`src/rtl/quiz_round_engine.sv`:
```
// Multi-player quiz round sequencer: countdown, per-player answer latching, scoring, winner pick.
// Optional macro QUIZ_PENALTY_EN: wrong submissions in RUN cost one point (floored at 0).
module quiz_round_engine #(
  parameter int NUM_PLAYERS = 2,
  parameter int ANS_W       = 8,
  parameter int NUM_ROUNDS  = 5,
  parameter int ROUND_SECS  = 30,
  parameter int SCORE_W     = 6,
  parameter int FIRST_BONUS = 2
) (
  input  logic                         basys3_clk,
  input  logic                         quiz_reset,
  input  logic                         start,
  input  logic                         tick_en,
  input  logic [ANS_W-1:0]             target_in,
  input  logic                         target_valid,
  output logic                         target_req,
  input  logic [NUM_PLAYERS*ANS_W-1:0] answers,
  input  logic [NUM_PLAYERS-1:0]       submit,
  output logic [2:0]                   state,
  output logic [ANS_W-1:0]             target,
  output logic [7:0]                   time_left,
  output logic [3:0]                   round_num,
  output logic [NUM_PLAYERS-1:0]       locked,
  output logic [NUM_PLAYERS*SCORE_W-1:0] scores,
  output logic [NUM_PLAYERS*ANS_W-1:0] diff,
  output logic                         round_done,
  output logic                         game_over,
  output logic [2:0]                   winner,
  output logic                         tie
);

  typedef enum logic [2:0] {
    IDLE  = 3'd0,
    LOAD  = 3'd1,
    RUN   = 3'd2,
    SCORE = 3'd3,
    DONE  = 3'd4
  } state_t;

  localparam logic [7:0]         RELOAD     = 8'(ROUND_SECS);
  localparam logic [3:0]         LAST_ROUND = 4'(NUM_ROUNDS - 1);
  localparam logic [SCORE_W:0]   BONUS      = (SCORE_W + 1)'(FIRST_BONUS);
  localparam logic [SCORE_W:0]   ONE        = (SCORE_W + 1)'(1);

  state_t st;

  logic [NUM_PLAYERS-1:0]         locked_nxt;
  logic [NUM_PLAYERS*SCORE_W-1:0] scores_nxt;
  logic [7:0]                     time_nxt;
  logic                           to_score;
  logic                           bonus_free;
  logic [SCORE_W-1:0]             best;
  logic [2:0]                     best_idx;
  logic [3:0]                     n_max;

  function automatic logic [SCORE_W-1:0] sat_add(input logic [SCORE_W-1:0] a,
                                                 input logic [SCORE_W:0]   b);
    logic [SCORE_W+1:0] s;
    s = {2'b00, a} + {1'b0, b};
    if (s > {2'b00, {SCORE_W{1'b1}}}) sat_add = '1;
    else                              sat_add = s[SCORE_W-1:0];
  endfunction

  function automatic logic [SCORE_W-1:0] sat_dec(input logic [SCORE_W-1:0] a);
    sat_dec = (a == '0) ? '0 : a - 1'b1;
  endfunction

  function automatic logic [ANS_W-1:0] abs_diff(input logic [ANS_W-1:0] a,
                                                input logic [ANS_W-1:0] b);
    logic signed [ANS_W:0] d;
    d = $signed({1'b0, a}) - $signed({1'b0, b});
    abs_diff = d[ANS_W] ? ANS_W'(-d) : d[ANS_W-1:0];
  endfunction

  // Submission resolution: ascending index order hands the bonus to the lowest correct player.
  always_comb begin
    locked_nxt = locked;
    scores_nxt = scores;
    bonus_free = (locked == '0);
    for (int i = 0; i < NUM_PLAYERS; i++) begin
      if (st == RUN && submit[i] && !locked[i]) begin
        if (answers[i*ANS_W +: ANS_W] == target) begin
          locked_nxt[i] = 1'b1;
          scores_nxt[i*SCORE_W +: SCORE_W] =
            sat_add(scores[i*SCORE_W +: SCORE_W], bonus_free ? BONUS : ONE);
          bonus_free = 1'b0;
        end
`ifdef QUIZ_PENALTY_EN
        else begin
          scores_nxt[i*SCORE_W +: SCORE_W] = sat_dec(scores[i*SCORE_W +: SCORE_W]);
        end
`endif
      end
    end
    time_nxt = (st == RUN && tick_en && time_left != 8'd0) ? time_left - 8'd1 : time_left;
    to_score = (time_nxt == 8'd0) || (&locked_nxt);
  end

  // Winner is the first player reaching the maximum, so ties fall to the lowest index.
  always_comb begin
    best     = '0;
    best_idx = 3'd0;
    n_max    = 4'd0;
    for (int i = 0; i < NUM_PLAYERS; i++) begin
      if (scores[i*SCORE_W +: SCORE_W] > best) begin
        best     = scores[i*SCORE_W +: SCORE_W];
        best_idx = 3'(i);
      end
    end
    for (int i = 0; i < NUM_PLAYERS; i++) begin
      if (scores[i*SCORE_W +: SCORE_W] == best) n_max = n_max + 4'd1;
    end
  end

  always_ff @(posedge basys3_clk) begin
    if (quiz_reset) begin
      st         <= IDLE;
      target     <= '0;
      time_left  <= '0;
      round_num  <= '0;
      locked     <= '0;
      scores     <= '0;
      diff       <= '0;
      target_req <= 1'b0;
      round_done <= 1'b0;
      game_over  <= 1'b0;
      winner     <= '0;
      tie        <= 1'b0;
    end else begin
      target_req <= 1'b0;
      round_done <= 1'b0;
      for (int i = 0; i < NUM_PLAYERS; i++)
        diff[i*ANS_W +: ANS_W] <= abs_diff(answers[i*ANS_W +: ANS_W], target);
      case (st)
        IDLE: if (start) begin
          st         <= LOAD;
          scores     <= '0;
          round_num  <= '0;
          target_req <= 1'b1;
        end
        LOAD: if (target_valid) begin
          target    <= target_in;
          time_left <= RELOAD;
          locked    <= '0;
          st        <= RUN;
        end
        RUN: begin
          locked    <= locked_nxt;
          scores    <= scores_nxt;
          time_left <= time_nxt;
          if (to_score) begin
            st         <= SCORE;
            round_done <= 1'b1;
          end
        end
        SCORE: if (round_num == LAST_ROUND) begin
          st        <= DONE;
          game_over <= 1'b1;
          winner    <= best_idx;
          tie       <= (n_max > 4'd1);
        end else begin
          round_num  <= round_num + 4'd1;
          st         <= LOAD;
          target_req <= 1'b1;
        end
        DONE: if (start) begin
          st         <= LOAD;
          scores     <= '0;
          round_num  <= '0;
          game_over  <= 1'b0;
          target_req <= 1'b1;
        end
        default: st <= IDLE;
      endcase
    end
  end

  assign state = st;

endmodule

```
`config.mk`:
```
export PLATFORM = sky130hd
export DESIGN_NAME = quiz_round_engine
export DESIGN_NICKNAME = d
export VERILOG_FILES = /design/src/rtl/quiz_round_engine.sv
export SDC_FILE = /design/constraint.sdc
export NUM_CORES = 1
export LEC_CHECK = 0
export BUFFER_PORTS_ARGS = -buffer_cell sky130_fd_sc_hd__buf_2
export CORE_UTILIZATION = 45
export DETAILED_ROUTE_END_ITERATION = 8
export PLACE_DENSITY_LB_ADDON = 0.08
export REMOVE_ABC_BUFFERS = 1
export SLEW_MARGIN = 20
export SYNTH_ARGS = -nofsm -noshare
export SYNTH_HDL_FRONTEND = slang
export SYNTH_SLANG_ARGS = --single-unit
```
`constraint.sdc`:
```
create_clock -name basys3_clk -period 2.9 [get_ports basys3_clk]
set_input_delay 0.58 -clock basys3_clk [delete_from_list [all_inputs] [get_ports basys3_clk]]
set_output_delay 0.58 -clock basys3_clk [all_outputs]
set_load 0.05 [all_outputs]
```
==> reports/results.tsv <==
stage	metric	value	unit
run_status	status	finished, final reports clean	
setup_path	reg2reg end	scores[11]	
setup_path	CP endpoint	scores[11]	
cts	CTS Buf Count	9	
finish	n_diodes	0	
cts	H-tree depth	3	
global_routing	number of global-route vias before repair	3516	
routing	number of vias after detailed routing	3619	
floorplanning	Site Rows	32	
finish	synthesis-to-finish area growth	24.2	%
sta	Final Max Tran Viols	0	
finish	ratio of cells with drive above 1 in the final layout	23.6	%
setup_path	Worst Path Class, Setup	reg -> reg	
finish	multi-input logic area	2390	µm²
sta	final hold violation count	0	
setup_path	worst reg2reg path startpoint	target[7]	
synthesis	Synth Flop Type	dfxtp_1	
finish	most common cell after layout, fill and taps aside	buf_2	
synthesis	Post-synth EDFFs	0	
routing	WL/cell	13.9	µm
synthesis	FFs w/ async S/R, synth	0	%
pwr	Total Power	2.56	mW
sta	Final period util	89.7	%
setup_path	Slowest cell on crit path	fa_1	
synthesis	Post-Synthesis Cell Area	3730	µm²
sta	worst slew pin tran	676	ps
sta	fmax	385	MHz
global_routing	GRT Util Overall	23.1	%
setup_path	Arr. time, crit path	2830	ps
flow_run	Max-cap violations	0	
routing	initial drt markers	106	
setup_path	worst r2r path cells	11	
synthesis	Post-Syn Instances	468	
global_routing	largest net degree at the start of global routing	27	
setup_path	CP Depth	11	
synthesis	Yosys Warn Count	0	
place	dpl hpwl	7310	µm
min_path	Worst Hold Launch	winner[0]	
setup_path	Crit. Startpoint	target[7]	
cts	# resized after CTS	0	
global_routing	initial antenna violation count	0	
min_path	Hold Path Class	reg -> reg	
finish	commonest cells after routing, fill and taps aside	88 x buf_2, 62 x nor2_1, 58 x dfxtp_1	
place	IO buf count	88	
global_routing	first-pass GRT wire length	15800	µm
cts	CTS sink cnt	58	
cts	clock latency on the worst-skew pair	340	ps
pwr	leakage power	2.09	nW
cts	Clock transition at path regs	70	ps
setup_path	worst-path fanout max	3	
floorplanning	I/O pin count	91	
floorplanning	die width	93.0	µm
setup_path	worst path buffer plus inverter count	3	
routing	Remaining DRCs	0	
synthesis	Syn Area/Cell	7.97	µm²
synthesis	flops & latches, synth	58	
sta	Slew headroom	54.8	%
synthesis	sequential-to-total area share from yosys stat	31.1	%
synthesis	synth unique cells	53	
global_routing	GRT Residual Overflow	0	
cts	post-CTS setup buffers	0	
setup_path	Worst path max stage delay	400	ps
floorplanning	Vert. Die Dim	93.0	µm
cts	CTS tree	built	
pwr	pwr dens	553	nW/µm²
finish	FF/Latch Area	1160	µm²
setup_path	CP cell instances	inv_1 -> ha_1 -> nand4_1 -> nor4_2 -> nor3_1 -> buf_4 -> fa_1 -> and3_1 -> buf_4 -> nor3_1 -> a211oi_1	
routing	Post-Route WL	9460	µm
finish	Final nets	638	
setup_path	CP startpoint kind	register	
setup_path	Worst path top cell family by delay	simple AND/OR/NAND/NOR gates	
cts	clock tree buffer depth	2	
sta	Setup Total Neg Slack	0	ps
setup_path	CP Data Required Time	3130	ps
routing	drt first pass iters	4	
floorplanning	initial core utilization	47.3	%
floorplanning	full die area	8650	µm²
setup_path	R2R setup slack	300	ps
place	gp weighted congestion	0.886	
sta	# setup viols final	0	
finish	Fillers	721	
sta	final worst path period need	2600	ps
routing	antenna-violating nets left	0	
setup_path	Setup crit end kind	register	
sta	Final Skew	7.08	ps
floorplanning	Core Region	7890	µm²
pwr	Worst IR Drop VDD	0.238	mV
routing	DR vias/cell	5.34	
sta	RSZ-0062 raised after global routing	false	
cts	CTS Hold Buffers Added	0	
cts	root buffer cell	clkbuf_8	
## routing by layer
layer  GRT usage [%]  vias to the layer above  share of wire (%)
li1                -                     1821                  -
met1            28.5                     1684                 47
met2            39.5                       98                 46
met3            3.98                       16                4.8
met4            9.87                        0                1.9
met5               0                        -                  0
## state kept, by name (all words and copies together), names as in the netlist
signal and count:
locked 2, state 3, round_num 4, winner 1, target 8, target_req 1, scores 12, diff 16
time_left 8, round_done 1, tie 1, game_over 1
## final cells by class
class,count,share of cell area (%)
multi-input cells,364,51.6
flip-flops and latches,58,25.1
repair buffers,108,12.7
clock buffers,11,3.27
well taps,102,2.76
inverters,30,2.43
clock inverters,5,2.16
## Yosys cell counts (6+ instances only)
cell type   n  area [µm²]
a21oi_1    49         245
ha_1       32         400
nor3_1     16        80.1
o21ai_0    15        75.1
nor2_1     63         236
clkbuf_1   11        41.3
dfxtp_1    58        1160
nand4_1     7        43.8
nand3_1     6        30.0
nor2b_1    10        62.6
mux2i_1     7        70.1
a211oi_1   15         113
inv_1      30         113
xor2_1     16         140
xnor2_1    14         123
nand2_1    47         176
## worst min-delay path by stage
stage,cells past startpoint,slack [ps],to
final,2,460,winner[0]
after CTS,2,460,tie
after global routing,3,460,target[6]
after detailed placement,2,440,tie
after global placement,2,450,winner[0]
after floorplan,1,650,diff[0]
## metrics by stage
step | area (µm²) | setup slack (ps) | std cells | hold WS (ps) | util [%]
after global placement | 4370 | 57.7 | 662 | 446 | 55.4
after global routing | 4630 | 69.3 | 678 | 464 | 58.7
after detailed placement | 4370 | -5.51 | 662 | 445 | 55.4
final | 4630 | 300 | 678 | 456 | 58.7
after CTS | 4620 | 207 | 678 | 456 | 58.6
after floorplan | 3650 | -149 | 452 | 647 | -
## worst min-delay path, cell delays in order, from the launching register on
cell	delay (ps)
dfxtp_1	310
nand2_1	50
a21oi_1	50
## logic make-up after synthesis
family	after synthesis	synth area share (%)
xor gates and xnor gates	30	7.05
and+or+nand+nor	187	24.4
AOI/OAI and AO/OA	101	17.0
buffers and inverters	47	5.13
DFF	58	31.1
muxes	8	2.28
adders and majority gates	36	12.9
other	1	0.101
## report_power, final
part	internal, mW	switching, mW
registers	0.853	0.0273
logic	0.237	0.489
clock network	0.615	0.338
total	1.71	0.854
No activity file was read; power rests on OpenSTA's default activity.
